==> src/rtl/md_pkg.sv <==
// Shared definitions for the multiply/divide sequencer: FSM state encoding,
// RV32M funct3 codes and a helper that classifies an op as a divide.
package md_pkg;

   typedef enum logic [1:0] {
      IDLE = 2'd0,
      RUN  = 2'd1,
      DONE = 2'd2
   } state_e;

   localparam logic [2:0] MUL    = 3'd0;
   localparam logic [2:0] MULH   = 3'd1;
   localparam logic [2:0] MULHSU = 3'd2;
   localparam logic [2:0] MULHU  = 3'd3;
   localparam logic [2:0] DIV    = 3'd4;
   localparam logic [2:0] DIVU   = 3'd5;
   localparam logic [2:0] REM    = 3'd6;
   localparam logic [2:0] REMU   = 3'd7;

   // funct3[2] separates the divide/remainder group from the multiplies
   function automatic logic is_div(input logic [2:0] funct3);
      return funct3[2];
   endfunction

endpackage

==> src/rtl/muldiv_sequencer_if.sv <==
// EXE-stage request/response bundle between the pipeline (master) and the
// multiply/divide sequencer (slave).
interface muldiv_sequencer_if;
   logic       md_valid_EXE;
   logic [2:0] md_op_EXE;
   logic [4:0] rd_EXE;
   logic       div_zero_EXE;
   logic       kill_EXE;
   logic       md_start;
   logic       md_step;
   logic [2:0] md_op;
   logic [4:0] md_rd;
   logic       md_div0;
   logic       md_stall;
   logic       md_busy;
   logic       md_done;

   modport master (
      output md_valid_EXE, md_op_EXE, rd_EXE, div_zero_EXE, kill_EXE,
      input  md_start, md_step, md_op, md_rd, md_div0, md_stall, md_busy, md_done
   );

   modport slave (
      input  md_valid_EXE, md_op_EXE, rd_EXE, div_zero_EXE, kill_EXE,
      output md_start, md_step, md_op, md_rd, md_div0, md_stall, md_busy, md_done
   );
endinterface

==> src/rtl/md_lat_counter.sv <==
// Iteration down-counter: loads LAT-1 at start, decrements once per RUN
// cycle, flags zero on the last iteration, and clears on abort.
module md_lat_counter #(
   parameter int W = 6
) (
   input  logic         clk,
   input  logic         rst,
   input  logic         clr,
   input  logic         load,
   input  logic         dec,
   input  logic [W-1:0] load_val,
   output logic         zero
);

   logic [W-1:0] cnt_q;

   // count register: clear has priority, then load, then saturating decrement
   always_ff @(posedge clk) begin
      if (rst || clr) begin
         cnt_q <= '0;
      end else if (load) begin
         cnt_q <= load_val;
      end else if (dec && (cnt_q != '0)) begin
         cnt_q <= cnt_q - W'(1);
      end
   end

   assign zero = (cnt_q == '0);

endmodule

==> src/rtl/muldiv_sequencer.sv <==
// Multi-cycle multiply/divide controller for the EXE stage. Starts the
// datapath, counts iterations, stalls the pipeline and pulses done when the
// result may advance to EXE/MEM.
// Optional feature: define MULDIV_DIV0_FAST_EN to retire divide-by-zero in
// two cycles with md_div0 set instead of running the full divide.
module muldiv_sequencer
   import md_pkg::*;
#(
   parameter int MUL_LAT = 3,
   parameter int DIV_LAT = 32
) (
   input logic               clk,
   input logic               rst,
   muldiv_sequencer_if.slave bus
);

   localparam int CNT_W = $clog2(DIV_LAT + 1);

   state_e     state_q, state_d;
   logic       start_c, step_c, stall_c, done_c;
   logic       load_c, dec_c, clr_c, latch_c, div0_set_c;
   logic       cnt_zero;
   logic       fast_div0;
   logic [CNT_W-1:0] load_val;
   logic [2:0] op_q;
   logic [4:0] rd_q;

   assign load_val = is_div(bus.md_op_EXE) ? CNT_W'(DIV_LAT - 1) : CNT_W'(MUL_LAT - 1);

`ifdef MULDIV_DIV0_FAST_EN
   assign fast_div0 = is_div(bus.md_op_EXE) & bus.div_zero_EXE;
`else
   assign fast_div0 = 1'b0;
`endif

   md_lat_counter #(.W(CNT_W)) u_cnt (
      .clk      (clk),
      .rst      (rst),
      .clr      (clr_c),
      .load     (load_c),
      .dec      (dec_c),
      .load_val (load_val),
      .zero     (cnt_zero)
   );

   // state register
   always_ff @(posedge clk) begin
      if (rst) begin
         state_q <= IDLE;
      end else begin
         state_q <= state_d;
      end
   end

   // next state and strobes; start/stall in IDLE follow the EXE inputs directly
   always_comb begin
      state_d    = state_q;
      start_c    = 1'b0;
      step_c     = 1'b0;
      stall_c    = 1'b0;
      done_c     = 1'b0;
      load_c     = 1'b0;
      dec_c      = 1'b0;
      clr_c      = 1'b0;
      latch_c    = 1'b0;
      div0_set_c = 1'b0;
      unique case (state_q)
         IDLE: begin
            if (bus.md_valid_EXE && !bus.kill_EXE) begin
               stall_c = 1'b1;
               latch_c = 1'b1;
               if (fast_div0) begin
                  div0_set_c = 1'b1;
                  state_d    = DONE;
               end else begin
                  start_c = 1'b1;
                  load_c  = 1'b1;
                  state_d = RUN;
               end
            end
         end
         RUN: begin
            if (bus.kill_EXE) begin
               clr_c   = 1'b1;
               state_d = IDLE;
            end else begin
               step_c  = 1'b1;
               stall_c = 1'b1;
               dec_c   = 1'b1;
               if (cnt_zero) begin
                  state_d = DONE;
               end
            end
         end
         DONE: begin
            // stall is released here so the result leaves EXE on this edge
            done_c  = !bus.kill_EXE;
            state_d = IDLE;
         end
         default: begin
            state_d = IDLE;
         end
      endcase
   end

   // result tag: op/rd captured on acceptance and held until the next one
   always_ff @(posedge clk) begin
      if (rst) begin
         op_q <= 3'd0;
         rd_q <= 5'd0;
      end else if (latch_c) begin
         op_q <= bus.md_op_EXE;
         rd_q <= bus.rd_EXE;
      end
   end

`ifdef MULDIV_DIV0_FAST_EN
   logic div0_q;

   // divide-by-zero flag lives only for the DONE cycle of a fast retire
   always_ff @(posedge clk) begin
      if (rst) begin
         div0_q <= 1'b0;
      end else if (div0_set_c) begin
         div0_q <= 1'b1;
      end else if (state_q == DONE) begin
         div0_q <= 1'b0;
      end
   end

   assign bus.md_div0 = div0_q;
`else
   logic unused_div0_ctl;
   assign unused_div0_ctl = bus.div_zero_EXE ^ div0_set_c;
   assign bus.md_div0     = 1'b0;
`endif

   assign bus.md_start = start_c;
   assign bus.md_step  = step_c;
   assign bus.md_stall = stall_c;
   assign bus.md_done  = done_c;
   assign bus.md_busy  = (state_q != IDLE);
   assign bus.md_op    = op_q;
   assign bus.md_rd    = rd_q;

endmodule
==> src/flat_wrapper.sv <==
// flat-port wrapper written by rule: the top's interface ports become plain ports
module muldiv_sequencer_flat import md_pkg::*;
#(
   parameter int MUL_LAT = 3,
   parameter int DIV_LAT = 32
)
  (clk, rst, bus_md_valid_EXE, bus_md_op_EXE, bus_rd_EXE, bus_div_zero_EXE, bus_kill_EXE, bus_md_start, bus_md_step, bus_md_op, bus_md_rd, bus_md_div0, bus_md_stall, bus_md_busy, bus_md_done);
  muldiv_sequencer_if bus_i ();
  input logic clk;
  input logic rst;
  input wire logic [$bits(bus_i.md_valid_EXE)-1:0] bus_md_valid_EXE;
  input wire logic [$bits(bus_i.md_op_EXE)-1:0] bus_md_op_EXE;
  input wire logic [$bits(bus_i.rd_EXE)-1:0] bus_rd_EXE;
  input wire logic [$bits(bus_i.div_zero_EXE)-1:0] bus_div_zero_EXE;
  input wire logic [$bits(bus_i.kill_EXE)-1:0] bus_kill_EXE;
  output wire logic [$bits(bus_i.md_start)-1:0] bus_md_start;
  output wire logic [$bits(bus_i.md_step)-1:0] bus_md_step;
  output wire logic [$bits(bus_i.md_op)-1:0] bus_md_op;
  output wire logic [$bits(bus_i.md_rd)-1:0] bus_md_rd;
  output wire logic [$bits(bus_i.md_div0)-1:0] bus_md_div0;
  output wire logic [$bits(bus_i.md_stall)-1:0] bus_md_stall;
  output wire logic [$bits(bus_i.md_busy)-1:0] bus_md_busy;
  output wire logic [$bits(bus_i.md_done)-1:0] bus_md_done;
  assign bus_i.md_valid_EXE = bus_md_valid_EXE;
  assign bus_i.md_op_EXE = bus_md_op_EXE;
  assign bus_i.rd_EXE = bus_rd_EXE;
  assign bus_i.div_zero_EXE = bus_div_zero_EXE;
  assign bus_i.kill_EXE = bus_kill_EXE;
  assign bus_md_start = bus_i.md_start;
  assign bus_md_step = bus_i.md_step;
  assign bus_md_op = bus_i.md_op;
  assign bus_md_rd = bus_i.md_rd;
  assign bus_md_div0 = bus_i.md_div0;
  assign bus_md_stall = bus_i.md_stall;
  assign bus_md_busy = bus_i.md_busy;
  assign bus_md_done = bus_i.md_done;
  muldiv_sequencer #(.MUL_LAT(MUL_LAT), .DIV_LAT(DIV_LAT)) u_core (.clk(clk), .rst(rst), .bus(bus_i));
endmodule
==> config.mk <==
export PLATFORM = sky130hd
export DESIGN_NAME = muldiv_sequencer_flat
export DESIGN_NICKNAME = d
export VERILOG_FILES = /design/src/rtl/md_pkg.sv /design/src/rtl/muldiv_sequencer_if.sv /design/src/rtl/md_lat_counter.sv /design/src/rtl/muldiv_sequencer.sv /design/src/flat_wrapper.sv
export SDC_FILE = /design/constraint.sdc
export NUM_CORES = 1
export LEC_CHECK = 0
export CAP_MARGIN = 40
export CORE_ASPECT_RATIO = 0.8
export CORE_MARGIN = 1
export CORE_UTILIZATION = 42
export DETAILED_ROUTE_END_ITERATION = 8
export PLACE_DENSITY = 0.75
export SLEW_MARGIN = 25
export SYNTH_ARGS = -nofsm -noshare
export SYNTH_HDL_FRONTEND = slang
export SYNTH_SLANG_ARGS = --single-unit
==> constraint.sdc <==
create_clock -name clk -period 1.88 [get_ports clk]
set_clock_uncertainty 0.2 [all_clocks]
set_input_delay 0.376 -clock clk [delete_from_list [all_inputs] [get_ports clk]]
set_output_delay 0.376 -clock clk [all_outputs]
set_load 0.005 [all_outputs]
==> impl_results.rst <==
.. list-table::
   :header-rows: 1

   * - Metric
     - Value
   * - Outcome
     - complete, but fails checks
   * - Violations in the final reports
     - negative setup slack
   * - Count of yosys warnings during synthesis
     - 0
   * - Clock buffer count from CTS
     - 3
   * - Arrival time worst endpoint
     - 1310 ps
   * - Worst vdd rail ir drop
     - 0.0005932 V
   * - Share of final-layout standard cells stronger than drive strength 1
     - 28.13%
   * - Startpoint kind of the worst setup timing path
     - primary input
   * - Hold_buf cts
     - 0
   * - Most frequently used flop master after synthesis
     - dfxtp_1
   * - Final worst setup slack
     - -4.313 ps
   * - Reg-to-reg startpoint
     - u_core.state_q[0]
   * - Largest net degree at the start of global routing
     - 14
   * - Maximum level of the CTS H-tree
     - 1
   * - Clock root cell
     - clkbuf_4
   * - Fin util
     - 70.31%
   * - TritonCTS clock tree
     - done
   * - Buffers added on ports
     - 24
   * - Final standard cell area without fillers
     - 0.001144 mm²
   * - Hold violation total from the final report
     - 0
   * - Total routing resource utilization after global routing
     - 21.09%
   * - Worst hold slack
     - 262.0 ps
   * - Diode insertion count for antenna repair
     - 0
   * - Min Tclk post-route
     - 1884 ps
   * - Reg-to-reg slack, setup
     - 40 ps
   * - Wire length of the first global-routing pass
     - 2863 µm
   * - DIE WIDTH
     - 48.40 µm
   * - Site Rows
     - 13
   * - Setup repair after global routing missed its margin
     - true
   * - Floorplan Core Area
     - 0.001627 mm²
   * - R2R cell count
     - 7
   * - Critical hold path startpoint
     - u_core.bus.md_rd[2]
   * - Clock latency reported for the late side of the worst-skew pair
     - 290 ps
   * - Antenna-violating nets left
     - 0
   * - Number of max-cap violations
     - 0
   * - Path category of the worst min-delay check
     - flop to flop
   * - Dpl cell area
     - 0.001047 mm²
   * - Avg WL per Cell
     - 12.97 µm
   * - RR Endpoint
     - u_core.u_cnt.cnt_q[3]
   * - Wire length reported by the detailed router
     - 1946 µm
   * - Fill cells
     - 127
   * - Synthesized flop and latch total
     - 16
   * - Boundary Pins
     - 27
   * - Synthesized netlist net count
     - 105
   * - Final Setup Violations
     - 1
   * - Worst setup path category
     - primary input to primary output
   * - Number of instances on the worst hold path
     - 2
   * - Fin Setup TNS
     - -4.313 ps
   * - Starting utilization of the core area
     - 44.46%
   * - Remaining DRCs
     - 0
   * - Final #Nets
     - 144
   * - Count of different cell masters after synthesis
     - 29
   * - Critical Path Fanout Max
     - 4
   * - Async SR Flop Fraction
     - 0%
   * - Number of sinks driven by the clock tree
     - 16
   * - Placed cells
     - 142
   * - Mean Syn Cell Area
     - 8.035 µm²
   * - Synthesis-to-finish area growth
     - 58.13%
   * - End point of the worst hold path
     - u_core.bus.md_rd[2]
   * - Maximum clock insertion buffer count
     - 2
   * - Final estimated routing congestion in global placement
     - 0.7739
   * - Leak Pwr
     - 0.4803 nW
   * - Post-route fraction of the period consumed by the critical path
     - 100.2%
   * - Non-filler cells, final
     - 150
   * - Number of global-route vias before repair
     - 648
   * - Kind of end point of the critical path
     - primary output
   * - Die Footprint
     - 0.001893 mm²
   * - Synth Cell Area
     - 723.2 µm²
   * - Via density
     - 5.007
   * - FMAX
     - 530.7 MHz
   * - Height of the chip
     - 39.12 µm
   * - DRC violation total after the first TritonRoute iteration
     - 9
   * - Number of flops mapped to enable cells by yosys
     - 0
   * - Clk pin slew, worst setup/hold paths
     - 90 ps
   * - Setup slack at placement
     - -529.1 ps
   * - First-pass iteration count of the detailed router
     - 4
   * - HPWL Detailed
     - 1276 µm
   * - Congestion Overflow GR
     - 0
   * - Initial antenna violation count
     - 0
   * - Sequential area share after synthesis
     - 44.29%
   * - Synthesized instance count
     - 90
   * - Power per cell area
     - 671.2 mW/mm²
   * - Worst endpoint required time
     - 1300 ps
   * - Total number of vias
     - 751
   * - Total Power
     - 767.6 µW
   * - Max-slew violations
     - 0
report_power, final:
part	switching (mW)	internal [mW]	total, mW
registers	0.0143	0.358	0.373
clock network	0.107	0.118	0.225
logic	0.0775	0.0924	0.170
how the worst max path moves through the flow:
stage                                 start                    end  slack, ps  cells after the start
after CTS                 u_core.state_q[0]           bus_md_stall          2                      4
after global routing      u_core.state_q[0]           bus_md_stall        -40                      4
after global placement         bus_kill_EXE           bus_md_stall       -520                      4
final                          bus_kill_EXE           bus_md_stall         -4                      5
after detailed placement       bus_kill_EXE           bus_md_stall       -530                      4
after floorplan           u_core.state_q[0]  u_core.u_cnt.cnt_q[3]        210                      5
cells in the mapped netlist, types with 2 or more instances:
| master | n | area share (%) |
|---|---|---|
| a21oi_1 | 14 | 9.7 |
| nor3_1 | 4 | 2.8 |
| nand3_1 | 2 | 1.4 |
| nand2_1 | 20 | 10 |
| clkbuf_1 | 2 | 1.0 |
| nor2_1 | 6 | 3.1 |
| inv_1 | 4 | 2.1 |
| dfxtp_1 | 16 | 44 |
| ha_1 | 2 | 3.5 |
cell usage in the layout (no fill, tap or decap), types with 3 or more instances in the layout:
master / n
clkdlybuf4s50_1: 17
buf_6: 5
clkbuf_4: 3
dfxtp_1: 14
nand2_1: 19
a21oi_1: 13
nor3_1: 3
nor2_1: 5
buf_4: 10
worst max-delay path: stages:
cell and delay (ps):
clkdlybuf4s15_1 230, or3b_4 430, buf_6 130, nand2_2 40, buf_2 100
layer usage:
| metal | global-route usage [%] | share of wire [%] | wire length [µm] | vias to the layer above |
|---|---|---|---|---|
| li1 | - | - | - | 377 |
| met1 | 22.20 | 44 | 857 | 343 |
| met2 | 39.44 | 49 | 951 | 29 |
| met3 | 7.843 | 5.8 | 113 | 2 |
| met4 | 8.824 | 1.2 | 23 | 0 |
| met5 | 0 | 0 | 0 | - |
sequential cells by signal (all words and copies together) (netlist names):
register and flops:
u_core.bus.md_op 3, u_core.bus.md_rd 5, u_core.u_cnt.cnt_q 6, u_core.state_q 2
repair_timing:
action | in CTS | in global routing
pin swaps | 2 | 1
resized for setup | 22 | 11
endpoints found under the setup margin | 7 | 5
buffers inserted | 3 | 1
cell families after synthesis:
| group | count (synthesis) | synth area share [%] |
|---|---|---|
| muxes | 1 | 1.384 |
| adders and majority gates | 2 | 3.460 |
| other | 1 | 0.5185 |
| xor gates and xnor gates | 1 | 1.211 |
| buffers and inverters | 9 | 5.882 |
| DFF | 16 | 44.29 |
| and+or+nand+nor | 41 | 28.03 |
| AOI/OAI and AO/OA | 19 | 15.23 |
area by class of cell:
cell class | count | area (µm²) | share of cell area, %
timing repair buffer | 38 | 345.3 | 30.20
sequential | 16 | 322.8 | 28.23
multi-input combinational | 65 | 387.9 | 33.92
clock buffer | 4 | 36.28 | 3.173
tap | 22 | 27.53 | 2.407
inverter | 5 | 23.77 | 2.079
Note: power is estimated with default switching activity, not from simulation.
